$ cat config.mk
export PLATFORM = sky130hd
export DESIGN_NAME = cacheline_mem_adapter
export DESIGN_NICKNAME = d
export VERILOG_FILES = /design/src/rtl/cacheline_mem_adapter.sv
export SDC_FILE = /design/constraint.sdc
export NUM_CORES = 1
export LEC_CHECK = 0
export ABC_AREA = 1
export CAP_MARGIN = 20
export CORE_AREA = 2 2 287 289
export CTS_CLUSTER_DIAMETER = 80
export CTS_CLUSTER_SIZE = 16
export DETAILED_ROUTE_END_ITERATION = 7
export DIE_AREA = 0 0 289 291
export SYNTH_ARGS = -nofsm -noshare
export SYNTH_HDL_FRONTEND = slang
export SYNTH_SLANG_ARGS = --single-unit
$ cat constraint.sdc
create_clock -name clk -period 5.1 [get_ports clk]
set_clock_uncertainty 0.15 [all_clocks]
set_input_delay 1.53 -clock clk [delete_from_list [all_inputs] [get_ports clk]]
set_output_delay 1.53 -clock clk [all_outputs]
set_load 0.01 [all_outputs]
$ cat src/rtl/cacheline_mem_adapter.sv
// cacheline_mem_adapter: converts cache line read/write requests into 64-bit bmem bursts
// Ports:
//   clk, rst                 clock, synchronous active-high reset
//   dfp_addr/read/write/wdata  line request from the cache (held until dfp_resp)
//   dfp_rdata, dfp_resp      assembled read line, one-cycle completion pulse
//   bmem_addr/read/write/wdata burst command and write beats toward memory
//   bmem_ready               memory accepts a command or beat this cycle
//   bmem_raddr/rdata/rvalid  returning read beats, tagged with their burst address
module cacheline_mem_adapter #(
    parameter int LINE_BITS = 256,
    parameter int BEAT_BITS = 64
) (
    input  logic                 clk,
    input  logic                 rst,
    input  logic [31:0]          dfp_addr,
    input  logic                 dfp_read,
    input  logic                 dfp_write,
    input  logic [LINE_BITS-1:0] dfp_wdata,
    output logic [LINE_BITS-1:0] dfp_rdata,
    output logic                 dfp_resp,
    output logic [31:0]          bmem_addr,
    output logic                 bmem_read,
    output logic                 bmem_write,
    output logic [BEAT_BITS-1:0] bmem_wdata,
    input  logic                 bmem_ready,
    input  logic [31:0]          bmem_raddr,
    input  logic [BEAT_BITS-1:0] bmem_rdata,
    input  logic                 bmem_rvalid
);
    localparam int BEATS = LINE_BITS / BEAT_BITS;
    localparam int CW = (BEATS > 1) ? $clog2(BEATS) : 1;
    localparam logic [31:0] LINE_MASK = ~32'((LINE_BITS / 8) - 1);

    typedef enum logic [2:0] {IDLE, RD_CMD, RD_DATA, WRITE, RESP} state_t;

    state_t               state_q, state_d;
    logic [CW-1:0]        cnt_q, cnt_d;
    logic [31:0]          addr_q, addr_d;
    logic [LINE_BITS-1:0] rdata_q, rdata_d;
    logic                 last;

    always_ff @(posedge clk) begin
        if (rst) begin
            state_q <= IDLE;
            cnt_q   <= '0;
            addr_q  <= '0;
            rdata_q <= '0;
        end else begin
            state_q <= state_d;
            cnt_q   <= cnt_d;
            addr_q  <= addr_d;
            rdata_q <= rdata_d;
        end
    end

    always_comb begin
        state_d    = state_q;
        cnt_d      = cnt_q;
        addr_d     = addr_q;
        rdata_d    = rdata_q;
        bmem_read  = 1'b0;
        bmem_write = 1'b0;
        bmem_wdata = '0;
        dfp_resp   = 1'b0;
        last       = cnt_q == CW'(BEATS - 1);
        case (state_q)
            IDLE: begin
                // write wins a simultaneous request; the held read is taken after its RESP
                if (dfp_write || dfp_read) begin
                    addr_d  = dfp_addr & LINE_MASK;
                    cnt_d   = '0;
                    state_d = dfp_write ? WRITE : RD_CMD;
                end
            end
            RD_CMD: begin
                bmem_read = 1'b1;
                if (bmem_ready) state_d = RD_DATA;
            end
            RD_DATA: begin
                // beats tagged with another burst's address belong to someone else
                if (bmem_rvalid && bmem_raddr == addr_q) begin
                    rdata_d[BEAT_BITS*cnt_q +: BEAT_BITS] = bmem_rdata;
                    cnt_d = cnt_q + CW'(1);
                    if (last) state_d = RESP;
                end
            end
            WRITE: begin
                bmem_write = 1'b1;
                bmem_wdata = dfp_wdata[BEAT_BITS*cnt_q +: BEAT_BITS];
                if (bmem_ready) begin
                    cnt_d = cnt_q + CW'(1);
                    if (last) state_d = RESP;
                end
            end
            RESP: begin
                dfp_resp = 1'b1;
                cnt_d    = '0;
                state_d  = IDLE;
            end
            default: state_d = IDLE;
        endcase
        bmem_addr = (bmem_read || bmem_write) ? addr_q : '0;
    end

    assign dfp_rdata = rdata_q;
endmodule

==> results by group <==
Timing
  – Count of final max-slew check failures: 0
  – Final period util: 98.4%
  – Hold WS: 327 ps
  – Fmax: 0.199 GHz
  – Worst-Margin Slew: 1010 ps
  – Final Hold Fails: 0
  – Unrepaired setup endpoints after global routing: false
  – Sum Neg Setup Slack: 0 ps
  – Final setup margin: 82.8 ps
  – Rel. slew slack: 32.9%
  – Post-route minimum period: 5020 ps
  – Setup violators final: 0

Power
  – Leakage: 11.7 nW
  – Tot Pwr: 9.64 mW
  – Max IR drop VDD: 589 uV
  – Pwr Density: 360 nW/um2

Flow run
  – Max-cap violations: 0

Synth
  – Top post-synthesis cells by count: 754 x nor2_1, 676 x nand2_1, 496 x inv_1, 288 x dfxtp_1, 174 x nand3_1
  – Avg Cell Area, Syn: 5.64 um2
  – Sequential fraction of the synthesis area: 32.9%
  – Main area contributors after synthesis: dfxtp_1 33%, nor2_1 16%, nand2_1 14%, inv_1 11%, nand4_1 6.1%
  – Synth area leader: dfxtp_1
  – Async set-reset flop share out of synthesis: 0%
  – Post-synth cell types: 26
  – Top-area cell type share of the netlist area: 32.9%
  – Post-synth EDFFs: 0
  – Ys Warns: 0
  – Dominant synthesized flop cell: dfxtp_1
  – Mapped cell area: 17500 um2
  – Post-synthesis register bit count: 288
  – Count leader, synth: nor2_1
  – Cells after Synth: 3108

Clock tree
  – CTS Buf Count: 25
  – H-tree Lvls: 1
  – Clk root buf: clkbuf_16
  – CTS Buffer Depth: 3
  – Resized Gates After CTS: 0
  – Postcts setup bufs: 0
  – Worst-skew pair later-pin latency: 560 ps
  – CTS tree: done
  – Clock transition at path regs: 70 ps
  – CTS Hold Bufs: 0
  – Clk sinks: 288

Placement
  – Placed cell areas: 25900 um2
  – DP Worst Slack: 145 ps
  – Post-placement cell count: 4732
  – DP HPWL: 80200 um
  – Number of port buffers: 734
  – GPL Wtd Cong: 0.933

Worst setup path
  – CP endpoint kind: primary output
  – CP Max Fanout: 1
  – Required @ worst endpoint: 3420 ps
  – Worst Setup Start Kind: input pin
  – WP data arrival: 3340 ps
  – CP Class: in -> out

Run status
  – Outcome: completed

GRT
  – Initial antenna violation count: 65
  – Gr usage total: 23.9%
  – First-pass GRT wire length: 145000 um
  – Global route total overflow: 0
  – Largest net degree at the start of global routing: 116
  – Vias in the first global route: 19661

Routing
  – DRT Wirelength: 105000 um
  – Final ANT Viol Nets: 0
  – Pre-antenna DRT Iters: 6
  – 1st-iter DRT viols: 1797
  – Wire per inst: 21.8 um
  – DR DRC count: 0
  – Via density: 4.45
  – Vias: 21360

Die
  – # rows: 105
  – Top-level I/O count: 745
  – Chip Width: 289 um
  – Starting Density: 21.6%
  – Die Span Y: 291 um
  – Core area: 81200 um2
  – Die ar.: 84100 um2

Layout
  – Register area: 5770 um2
  – Final core occ: 33.0%
  – Nets: 4085
  – Non-Filler Instances: 4799
  – Area grow syn2layout: 52.7%
  – Fin area: 26800 um2
  – Fraction of layout cells with a size suffix above 1: 3.13%
  – # fillers: 9071
  – Multi-input gate area in the final layout: 9040 um2

Hold path
  – HP Class: reg -> reg
==> per-layer routing <==
layer | track usage, % | wire (um) | up-vias | share of wire, %
met5 | 0 | 10 | - | 0.0096
met2 | 40.9 | 51000 | 944 | 49
met4 | 11.6 | 4670 | 2 | 4.5
li1 | - | - | 10647 | -
met1 | 28.4 | 40500 | 9575 | 39
met3 | 4.83 | 8480 | 192 | 8.1
==> logic make-up (layout without fill, tap and decap cells) <==
group | count (synthesis) | in the layout | share of synthesized area [%]
compound gates | 283 | 283 | 8.10
other cells | 1 | 33 | 0.0214
buf+inv | 740 | 1329 | 16.2
fa+ha+maj | 6 | 6 | 0.428
xor+xnor | 4 | 4 | 0.200
simple gates | 1786 | 1786 | 42.1
flops | 288 | 288 | 32.9
==> layout make-up <==
type                    instances  share of cell area [%]
diodes                         28                   0.262
multi-input cells            2084                    33.8
flip-flops and latches        288                    21.6
clock buffers                  29                    2.43
clock inverters                10                   0.379
well taps                    1070                    5.00
inverters                     505                    7.16
repair buffers                785                    29.4
==> power breakdown <==
group	total, mW	leakage, nW	switching (mW)	internal (mW)
registers	2.48	2.33	0.138	2.35
clock network	1.95	0.359	1.02	0.930
logic	5.20	8.98	3.78	1.42
total	9.64	11.7	4.94	4.69
==> path summary, 6_finish.rpt <==
kind,slack (ps),cells past startpoint,from,to
setup / recovery,80,6,dfp_wdata[50],bmem_wdata[50]
hold / removal,330,2,addr_q[17],addr_q[17]
setup reg to reg,1530,7,cnt_q[0],dfp_rdata[120]
hold reg to reg,330,2,addr_q[17],addr_q[17]
==> cells in the final DEF, fill, tap and decap left out, types with 2 or more instances in the layout <==
| cell | n |
|---|---|
| a21oi_1 | 122 |
| buf_12 | 12 |
| buf_4 | 39 |
| clkbuf_1 | 3 |
| clkbuf_16 | 25 |
| clkdlybuf4s50_1 | 734 |
| clkinv_4 | 2 |
| clkinvlp_4 | 3 |
| conb_1 | 5 |
| dfxtp_1 | 286 |
| dfxtp_4 | 2 |
| diode_2 | 28 |
| ha_1 | 2 |
| ha_4 | 3 |
| inv_1 | 492 |
| inv_2 | 8 |
| inv_6 | 3 |
| inv_8 | 2 |
| nand2_1 | 676 |
| nand3_1 | 172 |
| nand3_4 | 4 |
| nand4_1 | 170 |
| nor2_1 | 750 |
| nor2_4 | 4 |
| nor3_1 | 5 |
| o21ai_0 | 160 |
| xnor2_1 | 3 |
==> flip-flops by register name, summed over array words and instances (netlist names) <==
| register | cells |
|---|---|
| dfp_rdata | 256 |
| addr_q | 27 |
| cnt_q | 2 |
| state_q | 3 |
==> critical path: stages <==
cell and delay (ps):
clkdlybuf4s50_1 470, nor2_1 40, nor2_1 110, o21ai_0 340, a21oi_1 280, clkdlybuf4s50_1 570
No activity file was read; power rests on OpenSTA's default activity.
